$ cat config.mk
export PLATFORM = sky130hd
export DESIGN_NAME = decoder_5_32_seq_flat
export DESIGN_NICKNAME = d
export VERILOG_FILES = /design/src/rtl/decoder_5_32_seq_if.sv /design/src/rtl/decoder_5_32_seq.sv /design/src/flat_wrapper.sv
export SDC_FILE = /design/constraint.sdc
export NUM_CORES = 1
export LEC_CHECK = 0
export ABC_CLOCK_PERIOD_IN_PS = 2200
export CAP_MARGIN = 25
export CORE_MARGIN = 2
export CORE_UTILIZATION = 41
export CTS_CLUSTER_SIZE = 14
export DETAILED_ROUTE_END_ITERATION = 8
export PLACE_DENSITY = 0.86
export SYNTH_ARGS = -nofsm -noshare
export SYNTH_HDL_FRONTEND = slang
export SYNTH_SLANG_ARGS = --single-unit
export TNS_END_PERCENT = 50
$ cat constraint.sdc
create_clock -name clock -period 2.2 [get_ports clock]
set_input_delay 0.44 -clock clock [delete_from_list [all_inputs] [get_ports clock]]
set_output_delay 0.44 -clock clock [all_outputs]
set_load 0.005 [all_outputs]
$ cat src/rtl/decoder_5_32_seq_if.sv
// Request/response bundle for the sequential 5-to-32 decoder.
// The slave modport is the decoder's view; master is the requester/consumer side.
interface decoder_5_32_seq_if;
  logic        in_valid;
  logic        in_ready;
  logic [4:0]  code;
  logic        sweep;
  logic [31:0] out;
  logic [4:0]  out_index;
  logic        out_valid;
  logic        out_ready;
  logic        out_last;

  modport master (
    output in_valid, code, sweep, out_ready,
    input  in_ready, out, out_index, out_valid, out_last
  );

  modport slave (
    input  in_valid, code, sweep, out_ready,
    output in_ready, out, out_index, out_valid, out_last
  );
endinterface

$ cat src/rtl/decoder_5_32_seq.sv
// Sequential 5-to-32 decoder: a request emits either one one-hot beat or a sweep
// of SWEEP_BEATS beats starting at the latched code, over a valid/ready handshake.
module decoder_5_32_seq #(
  parameter int SWEEP_BEATS = 32
) (
  input  logic              clock,
  input  logic              clear,
  decoder_5_32_seq_if.slave bus
);

  typedef enum logic [1:0] {IDLE, SINGLE, SWEEP} state_t;

  localparam logic [4:0] LAST_BEAT = 5'(SWEEP_BEATS - 1);

  state_t     state_q, state_d;
  logic [4:0] code_q, code_d;
  logic [4:0] beat_q, beat_d;

  logic       busy;
  logic       lastBeat;
  logic [4:0] beatIndex;

  always_ff @(posedge clock) begin
    if (clear) begin
      state_q <= IDLE;
      code_q  <= 5'd0;
      beat_q  <= 5'd0;
    end else begin
      state_q <= state_d;
      code_q  <= code_d;
      beat_q  <= beat_d;
    end
  end

  // Outputs depend only on registered state, so request inputs never reach out combinationally.
  assign busy      = (state_q != IDLE);
  assign lastBeat  = (state_q == SINGLE) || ((state_q == SWEEP) && (beat_q == LAST_BEAT));
  assign beatIndex = code_q + beat_q;

  always_comb begin
    state_d = state_q;
    code_d  = code_q;
    beat_d  = beat_q;
    case (state_q)
      IDLE: begin
        if (bus.in_valid) begin
          code_d  = bus.code;
          beat_d  = 5'd0;
          state_d = bus.sweep ? SWEEP : SINGLE;
        end
      end
      SINGLE: begin
        if (bus.out_ready) begin
          state_d = IDLE;
        end
      end
      SWEEP: begin
        if (bus.out_ready) begin
          if (lastBeat) begin
            state_d = IDLE;
            beat_d  = 5'd0;
          end else begin
            beat_d  = beat_q + 5'd1;
          end
        end
      end
      default: begin
        state_d = IDLE;
        beat_d  = 5'd0;
      end
    endcase
  end

  assign bus.in_ready  = (state_q == IDLE);
  assign bus.out_valid = busy;
  assign bus.out_index = busy ? beatIndex : 5'd0;
  assign bus.out       = busy ? (32'd1 << beatIndex) : 32'h0;
  assign bus.out_last  = busy && lastBeat;

endmodule

$ cat src/flat_wrapper.sv
// flat-port wrapper written by rule: the top's interface ports become plain ports
module decoder_5_32_seq_flat 
#(
  parameter int SWEEP_BEATS = 32
)
  (clock, clear, bus_in_valid, bus_code, bus_sweep, bus_out_ready, bus_in_ready, bus_out, bus_out_index, bus_out_valid, bus_out_last);
  decoder_5_32_seq_if bus_i ();
  input  logic clock;
  input  logic clear;
  input wire logic [$bits(bus_i.in_valid)-1:0] bus_in_valid;
  input wire logic [$bits(bus_i.code)-1:0] bus_code;
  input wire logic [$bits(bus_i.sweep)-1:0] bus_sweep;
  input wire logic [$bits(bus_i.out_ready)-1:0] bus_out_ready;
  output wire logic [$bits(bus_i.in_ready)-1:0] bus_in_ready;
  output wire logic [$bits(bus_i.out)-1:0] bus_out;
  output wire logic [$bits(bus_i.out_index)-1:0] bus_out_index;
  output wire logic [$bits(bus_i.out_valid)-1:0] bus_out_valid;
  output wire logic [$bits(bus_i.out_last)-1:0] bus_out_last;
  assign bus_i.in_valid = bus_in_valid;
  assign bus_i.code = bus_code;
  assign bus_i.sweep = bus_sweep;
  assign bus_i.out_ready = bus_out_ready;
  assign bus_in_ready = bus_i.in_ready;
  assign bus_out = bus_i.out;
  assign bus_out_index = bus_i.out_index;
  assign bus_out_valid = bus_i.out_valid;
  assign bus_out_last = bus_i.out_last;
  decoder_5_32_seq #(.SWEEP_BEATS(SWEEP_BEATS)) u_core (.clock(clock), .clear(clear), .bus(bus_i));
endmodule
==> flow_metrics.tcl <==
set metrics [dict create \
    outcome "finished with violations" \
    violations "negative setup slack" \
    period_share 1.145 \
    grt_pass1_wl_um 6824 \
    cts_buffer_depth 2 \
    worstPathRequired_ns 1.76 \
    syn_avg_cell_area_um2 7.164 \
    ant_nets 0 \
    grt_remaining_overflow 0 \
    setup_viol 35 \
    cts-root-buf "clkbuf_4" \
    most-common-layout-cells "32 x nor2_1, 28 x buf_2, 28 x buf_4" \
    yosysWarningCount 0 \
    post_drt_via_cell_ratio 5.838 \
    cts_buffers 3 \
    clk_latency_ns 0.29 \
    grt_pass1_vias 1437 \
    vias 1553 \
    stdcell_area_um2 2138 \
    crit_fanout 7 \
    syn_nets 163 \
    drtIter0Drc 38 \
    synthCells 146 \
    netSwitchingFraction 0.3688 \
    max_freq_mhz 397.0 \
    grt_setup_unrepaired "yes" \
    nFillCells 117 \
    synth_top_family_by_area "simple AND/OR/NAND/NOR gates" \
    yosys.area_share.simple 0.3230 \
    dp_hpwl_um 2549 \
    routed_wl_um 5453 \
    drv_cap 0 \
    antenna_found_initial 0 \
    grt_max_degree 12 \
    htreeDepth 1 \
    tightest_slew_ns 0.5090 \
    synth_seq_cells 12 \
    reg2reg_slack_ns 0.23 \
    ir_drop_v 0.0003735 \
    wl_per_cell_um 20.50 \
    timing.hold.ws_ns 0.5565 \
    cts_tree "done" \
    clk_pin_slew_ns 0.07 \
    fin_worst_skew_ns 0.001696 \
    p_clk_frac 0.186 \
    die_y_um 54.51 \
    period_needed_ns 2.519 \
    critical_path.cell_chain "ha_4 -> a21oi_4 -> o21ai_4 -> buf_6 -> xor2_4 -> buf_6 -> nor2_1 -> buf_2" \
    relSlewSlack 0.6604 \
    crit_path_frequent_cell "buf_6" \
    fin_ws_ns -0.3188 \
    synth_fa_ha_area_frac 0.08373 \
    hp-class "reg2reg" \
    seq_area_um2 245.2 \
    power_leakage_nw 0.9561 \
    arrival_ns 2.08 \
    antennaDiodeCount 0 \
    synth.area.mux_share 0.06699 \
    ys_seq_area_frac 0.2297 \
    cellPowerDensity_nw_per_um2 351.7 \
    switchingPower_w 0.0002773 \
    critPathSlowestCell "dfxtp_2" \
    critPathLaunchType "flip-flop" \
    clkSinkCount 12 \
    initial_core_util 0.4261 \
    place_inst 239 \
    drc_errors 0 \
    p_int_w 0.0004747 \
    post_synth_instance_area_um2 1046 \
    synth-compound-area-share 0.1316 \
    synth_xor_area_frac 0.1220 \
    placement_rows 18 \
    stdcell_count 266 \
    final_util 0.8711 \
    ios 50 \
    dieArea_um2 2971 \
    syn_to_final_growth_pct 104.4 \
    critPathKind "reg2out" \
    layout_commonest_cell "nor2_1" \
    drive_gt1_frac 0.5890 \
    core_um2 2455 \
    critical_path.max_stage_delay_ns 0.34 \
    gp_congestion 0.8980 \
    port_buffers 49 \
    pwr-share-comb 0.490 \
    nNetsFinal 255 \
    multi_input_area_um2 1096 \
    power_w 0.0007520 \
    grt.total_usage 0.3331 \
    ys_types 30 \
    chipWidth_um 54.51 \
    drt-pass1-iter-count 7 \
    p_seq_frac 0.324 \
    placed_area_um2 1690 \
    hold_violations 0 \
    slew_violations 0 \
    critPathCaptureType "output pin" \
]
## path summary, 6_finish.rpt
kind	start	depth (start not counted)	end
worst max-delay path	u_core.beat_q[1]	8	bus_out[5]
worst min-delay path	u_core.code_q[1]	2	u_core.code_q[1]
worst max register to register	u_core.beat_q[1]	9	u_core.beat_q[1]
worst min register to register	u_core.code_q[1]	2	u_core.code_q[1]
## layout make-up
cell class,instances,area share
Clock buffer,3,0.01053
Inverter,3,0.005266
Multi-Input combinational cell,125,0.5126
Sequential cell,12,0.1147
Tap cell,30,0.01755
Timing Repair Buffer,93,0.3394
## state kept, by name, summed over array words and instances (netlist names)
register        count
u_core.beat_q       5
u_core.code_q       5
u_core.state_q      2
## power by group through the flow
| stage | registers (W) | logic [W] | clock network [W] |
|---|---|---|---|
| finish | 0.000243 | 0.000369 | 0.000140 |
| global route | 0.000244 | 0.000385 | 0.000147 |
| CTS | 0.000242 | 0.000300 | 0.000142 |
| detailed placement | 0.000243 | 0.000215 | 0 |
| global placement | 0.000242 | 0.000206 | 0 |
| floorplan | 0.000243 | 0.000114 | 0 |
## per-layer routing
| layer | vias up | global-route usage | routed length, um |
|---|---|---|---|
| met4 | 0 | 0.2625 | 358 |
| met2 | 108 | 0.6245 | 2906 |
| li1 | 673 | - | - |
| met5 | - | 0 | 0 |
| met1 | 741 | 0.3125 | 1879 |
| met3 | 31 | 0.06011 | 308 |
## Yosys cell counts, drive strengths merged
cell type	number	area share
a21o	1	0.0072
a21oi	4	0.023
a2bb2oi	1	0.0084
and2	2	0.012
and3	3	0.018
buf	5	0.029
clkbuf	1	0.0036
dfxtp	12	0.23
ha	7	0.084
inv	3	0.011
mux2i	7	0.067
nand2	3	0.011
nand3	9	0.043
nor2	52	0.19
nor2b	1	0.0060
nor3	6	0.029
nor3b	1	0.0072
o211ai	2	0.014
o21ai	12	0.072
o21bai	1	0.0072
or3b	1	0.0084
xnor2	4	0.041
xor2	8	0.081
## cell families (layout without fill, tap and decap cells)
family / count (synthesis) / in the layout
adders and majority gates: 7 / 7
muxes: 7 / 7
and+or+nand+nor: 78 / 78
xor gates and xnor gates: 12 / 12
DFF: 12 / 12
buffers and inverters: 9 / 99
AOI/OAI and AO/OA: 21 / 21
## critical path, delay by kind of cell (launching register included)
family,cells,cell delay [ns]
AO/OA/AOI/OAI,2,0.44
XOR/XNOR,1,0.16
adder cells (fa/ha/maj),1,0.26
buffers and inverters,3,0.46
flip-flops,1,0.34
AND/OR/NAND/NOR,1,0.12
## metrics by stage
stage,TNS (ns),setup WS (ns)
after floorplan,0,0.1724
after detailed placement,-14.94,-0.5354
after global routing,-9.500,-0.3693
after global placement,-10.90,-0.3516
after CTS,-4.811,-0.2049
final,-7.859,-0.3188
## what timing repair did
item,in CTS,in global routing
pin swaps,36,15
gates resized for setup,187,36
hold buffers,0,0
setup endpoints to repair,37,37
setup buffers,17,6
gates cloned,1,0
(Power assumes the default switching activity.)
